`config.mk`:
```
export PLATFORM = sky130hd
export DESIGN_NAME = lcd_hex_driver
export DESIGN_NICKNAME = d
export VERILOG_FILES = /design/src/rtl/lcd_pkg.sv /design/src/rtl/lcd_hex_driver_if.sv /design/src/rtl/lcd_nibble_writer.sv /design/src/rtl/lcd_hex_driver.sv
export SDC_FILE = /design/constraint.sdc
export NUM_CORES = 1
export LEC_CHECK = 0
export CAP_MARGIN = 20
export CORE_MARGIN = 2
export CORE_UTILIZATION = 35
export CTS_CLUSTER_SIZE = 28
export DETAILED_ROUTE_END_ITERATION = 10
export PLACE_DENSITY = 0.55
export SYNTH_ARGS = -nofsm -noshare
export SYNTH_HDL_FRONTEND = slang
export SYNTH_HIERARCHICAL = 1
export SYNTH_SLANG_ARGS = --single-unit
```
`constraint.sdc`:
```
create_clock -name CLK -period 5.6 [get_ports CLK]
set_input_delay 0.56 -clock CLK [delete_from_list [all_inputs] [get_ports CLK]]
set_output_delay 0.56 -clock CLK [all_outputs]
set_load 0.02 [all_outputs]
```
`src/rtl/lcd_pkg.sv`:
```
// lcd_pkg: shared constants, state encodings and helpers for lcd_hex_driver.
//   - HD44780 command bytes, init nibbles, frame/config lengths
//   - top-level and nibble-writer state enums
//   - hex_ascii: 4-bit value -> upper-case ASCII hex digit
// Optional feature macro: LCD_PC_LINE_EN (adds a second line showing PC).
package lcd_pkg;

    localparam logic [7:0] FUNC_SET = 8'h28;
    localparam logic [7:0] DISP_ON  = 8'h0C;
    localparam logic [7:0] ENTRY    = 8'h06;
    localparam logic [7:0] CLEAR    = 8'h01;
    localparam logic [7:0] LINE1    = 8'h80;
    localparam logic [7:0] LINE2    = 8'hC0;

    // 8-bit-mode wake-up nibble (sent three times), then switch to 4-bit mode
    localparam logic [3:0] INIT_NIB_WAKE = 4'h3;
    localparam logic [3:0] INIT_NIB_4BIT = 4'h2;

    localparam int unsigned INIT_NIBBLES = 4;
    localparam int unsigned CFG_BYTES    = 4;
`ifdef LCD_PC_LINE_EN
    localparam int unsigned FRAME_BYTES  = 18;
`else
    localparam int unsigned FRAME_BYTES  = 9;
`endif

    typedef enum logic [2:0] {
        S_PWRUP,
        S_INIT,
        S_CFG,
        S_FRAME,
        S_IDLE
    } lcd_state_e;

    typedef enum logic [2:0] {
        W_IDLE,
        W_SETUP,
        W_EHI,
        W_ELO,
        W_WAIT
    } wr_state_e;

    function automatic logic [7:0] hex_ascii(input logic [3:0] d);
        if (d < 4'd10) begin
            return {4'h3, d};
        end
        return 8'h37 + {4'h0, d};
    endfunction

    function automatic logic [3:0] init_nibble(input logic [1:0] idx);
        return (idx == 2'd3) ? INIT_NIB_4BIT : INIT_NIB_WAKE;
    endfunction

    function automatic logic [7:0] cfg_byte(input logic [1:0] idx);
        case (idx)
            2'd0:    return FUNC_SET;
            2'd1:    return DISP_ON;
            2'd2:    return ENTRY;
            default: return CLEAR;
        endcase
    endfunction

endpackage

```
`src/rtl/lcd_hex_driver_if.sv`:
```
// lcd_hex_driver_if: handshake between the byte sequencer (master) and the
// nibble writer (slave), plus the LCD pin values the writer produces.
//   start/rs/nibble/wait_cyc : request one nibble strobe followed by a wait
//   done                     : last cycle of the current strobe + wait
//   lcd_e/lcd_rs/lcd_data    : registered LCD pin values
interface lcd_hex_driver_if;
    logic        start;
    logic        rs;
    logic [3:0]  nibble;
    logic [31:0] wait_cyc;
    logic        done;
    logic        lcd_e;
    logic        lcd_rs;
    logic [3:0]  lcd_data;

    modport master (
        output start, rs, nibble, wait_cyc,
        input  done, lcd_e, lcd_rs, lcd_data
    );

    modport slave (
        input  start, rs, nibble, wait_cyc,
        output done, lcd_e, lcd_rs, lcd_data
    );
endinterface

```
`src/rtl/lcd_nibble_writer.sv`:
```
// lcd_nibble_writer: one HD44780 nibble strobe per start request.
//   clk_i, rst_ni : clock, asynchronous active-low reset
//   bus (slave)   : start/rs/nibble/wait_cyc in; done, lcd_e/lcd_rs/lcd_data out
// Sequence: 1 setup cycle (E=0), E_CYC cycles E=1, E_CYC cycles E=0, then
// wait_cyc cycles. done is combinational in the final cycle so the caller can
// start the next nibble with no gap; RS/DATA hold until the next setup.
module lcd_nibble_writer
    import lcd_pkg::*;
#(
    parameter int unsigned E_CYC = 25
) (
    input  logic             clk_i,
    input  logic             rst_ni,
    lcd_hex_driver_if.slave  bus
);

    localparam logic [31:0] E_LAST = 32'(E_CYC - 1);

    wr_state_e   state_q, state_d;
    logic [31:0] cnt_q, cnt_d;
    logic [31:0] wait_q, wait_d;
    logic        e_q, e_d;
    logic        rs_q, rs_d;
    logic [3:0]  data_q, data_d;
    logic        done;

    always_comb begin
        state_d = state_q;
        cnt_d   = cnt_q + 32'd1;
        wait_d  = wait_q;
        e_d     = e_q;
        rs_d    = rs_q;
        data_d  = data_q;
        done    = 1'b0;

        case (state_q)
            W_SETUP: begin
                state_d = W_EHI;
                e_d     = 1'b1;
                cnt_d   = '0;
            end
            W_EHI: begin
                if (cnt_q == E_LAST) begin
                    state_d = W_ELO;
                    e_d     = 1'b0;
                    cnt_d   = '0;
                end
            end
            W_ELO: begin
                if (cnt_q == E_LAST) begin
                    cnt_d = '0;
                    if (wait_q == '0) begin
                        done    = 1'b1;
                        state_d = W_IDLE;
                    end else begin
                        state_d = W_WAIT;
                    end
                end
            end
            W_WAIT: begin
                if (cnt_q == wait_q - 32'd1) begin
                    done    = 1'b1;
                    state_d = W_IDLE;
                end
            end
            default: begin
                cnt_d = cnt_q;
            end
        endcase

        if (bus.start) begin
            state_d = W_SETUP;
            cnt_d   = '0;
            e_d     = 1'b0;
            rs_d    = bus.rs;
            data_d  = bus.nibble;
            wait_d  = bus.wait_cyc;
        end
    end

    always_ff @(posedge clk_i or negedge rst_ni) begin
        if (!rst_ni) begin
            state_q <= W_IDLE;
            cnt_q   <= '0;
            wait_q  <= '0;
            e_q     <= 1'b0;
            rs_q    <= 1'b0;
            data_q  <= '0;
        end else begin
            state_q <= state_d;
            cnt_q   <= cnt_d;
            wait_q  <= wait_d;
            e_q     <= e_d;
            rs_q    <= rs_d;
            data_q  <= data_d;
        end
    end

    assign bus.done     = done;
    assign bus.lcd_e    = e_q;
    assign bus.lcd_rs   = rs_q;
    assign bus.lcd_data = data_q;

endmodule

```
`src/rtl/lcd_hex_driver.sv`:
```
// lcd_hex_driver: shows Result as eight hex digits on a 16x2 HD44780 LCD in
// 4-bit mode, with power-up init and a periodic refresh loop.
//   CLK, RST           : clock, asynchronous active-low reset
//   Result, PC         : value to display; PC shown on line 2 only when
//                        LCD_PC_LINE_EN is defined
//   LCD_E/RS/RW/DATA   : LCD pins (RW tied low, DATA = DB7..DB4)
//   Ready              : init complete (sticky until reset)
//   FrameDone          : one-cycle pulse after the last character of a frame
// Optional feature macro: LCD_PC_LINE_EN.
module lcd_hex_driver
    import lcd_pkg::*;
#(
    parameter int unsigned E_CYC       = 25,
    parameter int unsigned CMD_CYC     = 2500,
    parameter int unsigned CLR_CYC     = 100000,
    parameter int unsigned INIT_CYC    = 250000,
    parameter int unsigned POWERUP_CYC = 1000000,
    parameter int unsigned REFRESH_CYC = 2500000
) (
    input  logic        CLK,
    input  logic        RST,
    input  logic [31:0] Result,
    input  logic [31:0] PC,
    output logic        LCD_E,
    output logic        LCD_RS,
    output logic        LCD_RW,
    output logic [3:0]  LCD_DATA,
    output logic        Ready,
    output logic        FrameDone
);

    localparam logic [31:0] PWRUP_LAST   = 32'(POWERUP_CYC - 1);
    localparam logic [31:0] REFRESH_LAST = 32'(REFRESH_CYC - 1);
    localparam logic [5:0]  INIT_STEPS   = 6'(INIT_NIBBLES);
    localparam logic [5:0]  CFG_STEPS    = 6'(2 * CFG_BYTES);
    localparam logic [5:0]  FRAME_STEPS  = 6'(2 * FRAME_BYTES);

    lcd_hex_driver_if wr_if ();

    lcd_state_e  state_q, state_d;
    logic [31:0] cnt_q, cnt_d;
    logic [5:0]  step_q, step_d;      // index of the next nibble to issue
    logic        ready_q, ready_d;
    logic        fd_q, fd_d;
    logic [31:0] res_q, res_d;

    logic        start;
    logic        nib_rs;
    logic [3:0]  nib;
    logic [31:0] nib_wait;
    logic [7:0]  cfg_b;
    logic [7:0]  fr_b;
    logic        fr_rs;
    logic [4:0]  fb_idx;
    logic [2:0]  dsel_res;

`ifdef LCD_PC_LINE_EN
    logic [31:0] pc_q, pc_d;
    logic [2:0]  dsel_pc;
`else
    logic        pc_unused;
    assign pc_unused = ^PC;
`endif

    // Frame byte for the nibble index in step_q; digits are MSB first, so
    // byte b shows nibble (8-b) mod 8, i.e. -b mod 8.
    always_comb begin
        fb_idx   = step_q[5:1];
        dsel_res = 3'd0 - fb_idx[2:0];
        fr_b     = LINE1;
        fr_rs    = 1'b0;
`ifdef LCD_PC_LINE_EN
        dsel_pc  = 3'd1 - fb_idx[2:0];
`endif
        if (fb_idx >= 5'd1 && fb_idx <= 5'd8) begin
            fr_b  = hex_ascii(res_q[{dsel_res, 2'b00} +: 4]);
            fr_rs = 1'b1;
        end
`ifdef LCD_PC_LINE_EN
        else if (fb_idx == 5'd9) begin
            fr_b = LINE2;
        end else if (fb_idx >= 5'd10) begin
            fr_b  = hex_ascii(pc_q[{dsel_pc, 2'b00} +: 4]);
            fr_rs = 1'b1;
        end
`endif
    end

    always_comb begin
        state_d  = state_q;
        cnt_d    = cnt_q;
        step_d   = step_q;
        ready_d  = ready_q;
        fd_d     = 1'b0;
        res_d    = res_q;
`ifdef LCD_PC_LINE_EN
        pc_d     = pc_q;
`endif
        start    = 1'b0;
        nib_rs   = 1'b0;
        nib      = '0;
        nib_wait = '0;
        cfg_b    = cfg_byte(step_q[2:1]);

        case (state_q)
            S_PWRUP: begin
                cnt_d = cnt_q + 32'd1;
                if (cnt_q == PWRUP_LAST) begin
                    start    = 1'b1;
                    nib      = init_nibble(2'd0);
                    nib_wait = 32'(INIT_CYC);
                    step_d   = 6'd1;
                    state_d  = S_INIT;
                end
            end
            S_INIT: begin
                if (wr_if.done) begin
                    start  = 1'b1;
                    step_d = step_q + 6'd1;
                    if (step_q < INIT_STEPS) begin
                        nib      = init_nibble(step_q[1:0]);
                        nib_wait = 32'(INIT_CYC);
                    end else begin
                        nib     = FUNC_SET[7:4];
                        step_d  = 6'd1;
                        state_d = S_CFG;
                    end
                end
            end
            S_CFG: begin
                if (wr_if.done) begin
                    start = 1'b1;
                    if (step_q < CFG_STEPS) begin
                        step_d = step_q + 6'd1;
                        if (step_q[0]) begin
                            nib      = cfg_b[3:0];
                            nib_wait = (cfg_b == CLEAR) ? 32'(CLR_CYC) : 32'(CMD_CYC);
                        end else begin
                            nib = cfg_b[7:4];
                        end
                    end else begin
                        // Clear wait just ended: this is the LINE1 setup cycle.
                        ready_d = 1'b1;
                        nib     = LINE1[7:4];
                        res_d   = Result;
`ifdef LCD_PC_LINE_EN
                        pc_d    = PC;
`endif
                        step_d  = 6'd1;
                        state_d = S_FRAME;
                    end
                end
            end
            S_FRAME: begin
                if (wr_if.done) begin
                    if (step_q < FRAME_STEPS) begin
                        start  = 1'b1;
                        nib_rs = fr_rs;
                        step_d = step_q + 6'd1;
                        if (step_q[0]) begin
                            nib      = fr_b[3:0];
                            nib_wait = 32'(CMD_CYC);
                        end else begin
                            nib = fr_b[7:4];
                        end
                    end else begin
                        fd_d    = 1'b1;
                        cnt_d   = '0;
                        state_d = S_IDLE;
                    end
                end
            end
            S_IDLE: begin
                cnt_d = cnt_q + 32'd1;
                if (cnt_q == REFRESH_LAST) begin
                    start   = 1'b1;
                    nib     = LINE1[7:4];
                    res_d   = Result;
`ifdef LCD_PC_LINE_EN
                    pc_d    = PC;
`endif
                    step_d  = 6'd1;
                    state_d = S_FRAME;
                end
            end
            default: begin
                state_d = S_PWRUP;
            end
        endcase
    end

    always_ff @(posedge CLK or negedge RST) begin
        if (!RST) begin
            state_q <= S_PWRUP;
            cnt_q   <= '0;
            step_q  <= '0;
            ready_q <= 1'b0;
            fd_q    <= 1'b0;
            res_q   <= '0;
`ifdef LCD_PC_LINE_EN
            pc_q    <= '0;
`endif
        end else begin
            state_q <= state_d;
            cnt_q   <= cnt_d;
            step_q  <= step_d;
            ready_q <= ready_d;
            fd_q    <= fd_d;
            res_q   <= res_d;
`ifdef LCD_PC_LINE_EN
            pc_q    <= pc_d;
`endif
        end
    end

    assign wr_if.start    = start;
    assign wr_if.rs       = nib_rs;
    assign wr_if.nibble   = nib;
    assign wr_if.wait_cyc = nib_wait;

    lcd_nibble_writer #(
        .E_CYC (E_CYC)
    ) u_writer (
        .clk_i  (CLK),
        .rst_ni (RST),
        .bus    (wr_if)
    );

    assign LCD_E     = wr_if.lcd_e;
    assign LCD_RS    = wr_if.lcd_rs;
    assign LCD_DATA  = wr_if.lcd_data;
    assign LCD_RW    = 1'b0;
    assign Ready     = ready_q;
    assign FrameDone = fd_q;

endmodule

```
# Word level (Yosys, flattened, before mapping)
# Cells that the tools add are included.
# word_totals
input_bits	66
elab_cells	157
regBits	148
# op_classes
add_sub_neg	6
shifts	1
reduce_logical	20
eq_ne	28
n_bitwise	1
mux	83
n_lt_le_gt_ge	6
# ops
operator	n
$mux W32	7
$pmux W32 S2	2
$pmux W32 S3	1
$pmux W18 S4	1
$mux W17	4
$add A32 B1 Y32 const B	2
$mux W18	3
$mux W6	8
$mux W3	13
$mux W12	3
$eq A32 B20 Y1 const B	1
$eq A32 B22 Y1 const B	1
$eq A32 B32 Y1	1
$eq A32 B5 Y1 const B	1
$logic_not A32 Y1	1
$shiftx A32 B6 Y4	1
$sub A32 B1 Y32 const B	1
$pmux W6 S5	1
$mux W4	7
$mux W8	3
$mux W1	21
$pmux W4 S5	1
$pmux W6 S3	1
$pmux W3 S5	1
other kinds (36)	59

# Logic depth before layout (Yosys ltp)
# depth
word_depth	11
mapped_depth	20
mapped_depth_nobuf	20

# By module
# The synthesis kept the hierarchy.
# modules_own_cells
module	area_per_inst_um2	cells_each	n_inst
lcd_nibble_writer	4453.0	462	1
lcd_hex_driver	4179.0	407	1

# Least setup slack after synthesis
# OpenSTA, ideal clock, no wires.
# synth_timing
path_type	reg-to-reg
start	reg u_writer.wait_q[0]
end	reg u_writer.cnt_q[26]
setup_ps	121
stages_incl_launch_ff	20
n_path_buf	1
path_slack_ps	513
required_ps	5479
arrival_time_ps	4966
synth_period_minus_slack_ps	5087
path_cell_list	dfrtp_1 -> or4_1 -> buf_6 -> or4_1 -> or3_1 -> xnor2_1 -> or4_4 -> nor4_4 -> a21o_1 -> nor2b_1 -> o211ai_1 -> a21boi_1 -> inv_1 -> a21o_1 -> nand4_1 -> nor3_1 -> and3_1 -> nand3_1 -> xor2_1 -> nor2_1
# synth_via
elab_chain_cells	7
word_cells_on_any_way	12
classes_between	add/sub: 1; eq/ne: 1; mux: 8; reduce/logical: 2
# synth_rtl
element	line	source
from (decl)	lcd_nibble_writer.sv:21	logic [31:0] wait_q, wait_d;
from (signal assigned)	lcd_nibble_writer.sv:92	wait_q <= wait_d;
$sub A32 B1 Y32 or $logic_not A32 Y1 (tied branches)	lcd_nibble_writer.sv:61, lcd_nibble_writer.sv:52	
$eq A32 B32 Y1 or $mux W1 (tied branches)	lcd_nibble_writer.sv:61, lcd_nibble_writer.sv:52	
$mux W1 (on tied branches)	lcd_nibble_writer.sv:61, lcd_nibble_writer.sv:50	
$pmux W1 S2 (*)	lcd_nibble_writer.sv:36	case (state_q)
named net wr_if.done	lcd_hex_driver_if.sv:11	logic done;
$mux W1 (on tied branches)	lcd_hex_driver.sv:155, lcd_hex_driver.sv:117, lcd_hex_driver.sv:131	
$pmux W1 S4 (*)	lcd_hex_driver.sv:105	case (state_q)
named net start	lcd_hex_driver.sv:47	logic start;
$reduce_bool A4 Y1 (no line) or $mux W32 (tied branches)	n/a	
to (signal assigned)	lcd_nibble_writer.sv:91	cnt_q <= cnt_d;
to (decl)	lcd_nibble_writer.sv:20	logic [31:0] cnt_q, cnt_d;
# Mark *: on every way through the listed nets, which the timed path passes. The rest lies on a longest branch.
# A chain may end at the register's enable or synchronous reset.

# Worst setup path in the final report
# Ends and elaborated chain as after synthesis.

==> results.md <==
- Drt via density: 5.167
- Peak supply drop: 0.1842 mV
- Antenna cells: 0
- Req. time, crit path: slightly below 6000 ps
- Initial Utilization: around 36%
- Number of synthesized register bits: around 150
- Initial antenna violation count: 0
- TNS Setup: 0 ps
- Clock latency at the later pin of the worst-skew pair: approximately 430 ps
- Worst-path clk slew: around 60 ps
- Die area: between 20,000 and 30,000 sq um
- Drt total wl: 19,750 microns
- Share of cells above drive strength 1: 15.15%
- Slew Limit Fails: 0
- CORE AREA: ~24,000 sq um
- WL/cell: around 16 microns
- Total power draw: 2.331 mW
- Crit share post-route: slightly above 90%
- Outcome: completed
- Final count of negative-setup-slack endpoints: 0
- Std-Cell Rows: 57
- Main synth FF type: dfrtp_1
- DRT Pass-1 Iters: 5
- Initial detailed-routing violation count: 472
- P_leak: about 4.5 nW
- Fmax: 193.6 MHz
- # IOs: 75
- Most frequent cells in the layout: dfrtp_1 (148), nor2_1 (97), mux2_2 (69)
- Pwr dens: approximately 230 nW/um^2
- Post-DRT Antenna Nets: 0
- Sink Count: around 150
- Sw frac: a little under a quarter
- TritonCTS clock tree: done
- Gr usage total: between 10% and 20%
- Die width: between 150 and 200 microns
- Commonest non-fill, non-tap cell in the layout: dfrtp_1
- Psw: approximately 550 uW
- Unrepaired setup endpoints after global routing: false
- # fillers: between 2k and 2.5k
- Hold buffers post-CTS: 0
- Syn_area_per_cell: around 10 sq um
- DRC Markers: 0
- Combinational Power Share: between 2 and 3%
- Post-DP HPWL: 14,050 microns
- Number of buffers created by CTS: 17
- Vias: 6,515
- CTS max path bufs: 2
- Htree depth: 4
- Reg-to-reg setup timing slack: about 430 ps
- Area Growth Syn to Fin: 16.78%
- Final #Nets: 1,003
- Crit path launch type: flop
- Gr ovfl total: 0
- First-pass GRT wire length: 34,060 microns
- Post_cts resized: 0
- Crit-path max FO: 7
- YS warnings: 6
- Root buf cell: clkbuf_16
- Maxcap violations: 0
- Vias in the first global route: about 6.6k
- Slew of the pin with the lowest slew margin: about 970 ps
- Worst Hold Class: input pin to asynchronous set/reset pin
- Internal Power: between 1.5 and 2 mW
- Layout Skew: approximately 14 ps
- Largest net degree at the start of global routing: 100
- Post-CTS setup buffers: 0
- Yosys cell types: ~70
- Final hold vios: 0
- Seq pwr share: 46.6%
- RePlAce Congestion: slightly below 0.8
- CP Capture Type: flop
- R2R Path Start: u_writer/wait_q[0]
- Die H: 161.0 microns
- Async S/R FF share, synth: 100.0%
- Crit path DAT: around 5500 ps
- Max-Slew Margin vs Limit: a little over a third
- Post-synth EDFFs: 0
- Synthesized area: 8632 sq um
- WS Path Type: flop to flop
- Setup crit start: u_writer/wait_q[0]
- I/O Buffers: 41
- Clock network power share: 50.5%
- Tmin final: 5165 ps
- Post-synthesis sequential area ratio: roughly 43%
- Gate count after technology mapping: slightly below 900
[flip-flops by register name, summed over array words and instances, names as in the netlist]
name	cells
FrameDone	1
u_writer/bus.lcd_e	1
cnt_q	32
res_q	32
u_writer/bus.lcd_data	4
u_writer/state_q	3
u_writer/bus.lcd_rs	1
step_q	6
Ready	1
u_writer/cnt_q	32
u_writer/wait_q	32
state_q	3
[final timing paths]
kind | cells past startpoint | endpoint
setup / recovery | 19 | u_writer/cnt_q[26]
hold / removal | 1 | u_writer/cnt_q[30]
setup reg to reg | 19 | u_writer/cnt_q[26]
hold reg to reg | 1 | Ready
max in group asynchronous | 2 | u_writer/wait_q[4]
min in group CLK | 1 | Ready
[synth_stat cells, types with 6 or more instances]
cell | number | share of area [%]
and3_1 | 18 | 1.3
mux2_2 | 69 | 9.0
nand3_1 | 34 | 2.0
o21ai_0 | 25 | 1.4
or4_1 | 9 | 0.78
inv_1 | 24 | 1.0
a21oi_1 | 18 | 1.0
nor3_1 | 23 | 1.3
xor2_1 | 62 | 6.3
nand2_1 | 59 | 2.6
buf_2 | 6 | 0.35
dfrtp_1 | 148 | 43
xnor2_1 | 43 | 4.4
nand4_1 | 30 | 2.2
clkbuf_1 | 26 | 1.1
nor4_1 | 18 | 1.3
nor2b_1 | 8 | 0.58
nor2_1 | 97 | 4.2
mux2i_1 | 9 | 1.0
and2_1 | 9 | 0.65
mux4_2 | 6 | 1.6
a21o_1 | 6 | 0.52
ha_1 | 12 | 1.7
or3_1 | 6 | 0.43
[stage by stage]
stage               utilization [%]  worst slack, ps  cell area [sq um]  instances  hold WS (ps)
finish                        41.57            434.9              10080       1261         221.6
floorplan                         -            513.2               8700        887         264.4
detailed placement            39.11            364.1               9483       1230         458.9
CTS                           41.55            356.0              10080       1261         302.0
global route                  41.57            85.66              10080       1261         331.4
global placement              39.11            378.8               9483       1230         457.4
[kinds of logic after synthesis]
family,share of synthesized area (%)
simple gates,21.76
flops,42.90
xor+xnor,10.65
compound gates,8.204
mux,11.61
buf+inv,3.087
fa+ha+maj,1.739
other cells,0.04344
[layer usage]
layer  vias to the layer above  track usage [%]  share of wire [%]
met1                      3182            21.67                 47
met5                         -                0                  0
met4                         0            3.774                1.1
met2                       109            26.63                 48
li1                       3207                -                  -
met3                        17            3.672                3.5
[final cells by class]
class	count	area, sq um	share of cell area, %
clock buffers	17	425.4	4.220
clock inverters	14	167.7	1.663
inverters	24	90.09	0.8936
multi-input cells	676	4750	47.11
flip-flops and latches	148	3704	36.74
well taps	324	405.4	4.021
repair buffers	58	539.3	5.349
[power groups by stage]
| stage | sequential (mW) | combinational, mW | clock [mW] |
|---|---|---|---|
| final | 1.09 | 0.0683 | 1.18 |
| after global routing | 1.09 | 0.0784 | 1.26 |
| after CTS | 1.09 | 0.0711 | 1.21 |
| after detailed placement | 1.11 | 0.0708 | 0 |
| after global placement | 1.11 | 0.0706 | 0 |
| after floorplan | 1.10 | 0.0218 | 0 |
[worst max-delay path, cell delays in order, from the launching register on]
cell and delay [ps]:
dfrtp_1 420, or4_1 530, or4_1 510, or3_1 340, xnor2_1 140, or4_4 520, nor4_4 430, a21o_1 150
nor2b_1 170, o211ai_1 100, a21boi_1 240, inv_2 130, a21o_1 190, nand4_1 210, nor3_1 240, buf_4 160
and3_1 240, nand3_1 120, xor2_1 160, nor2_1 90
No activity file was read; power rests on OpenSTA's default activity.
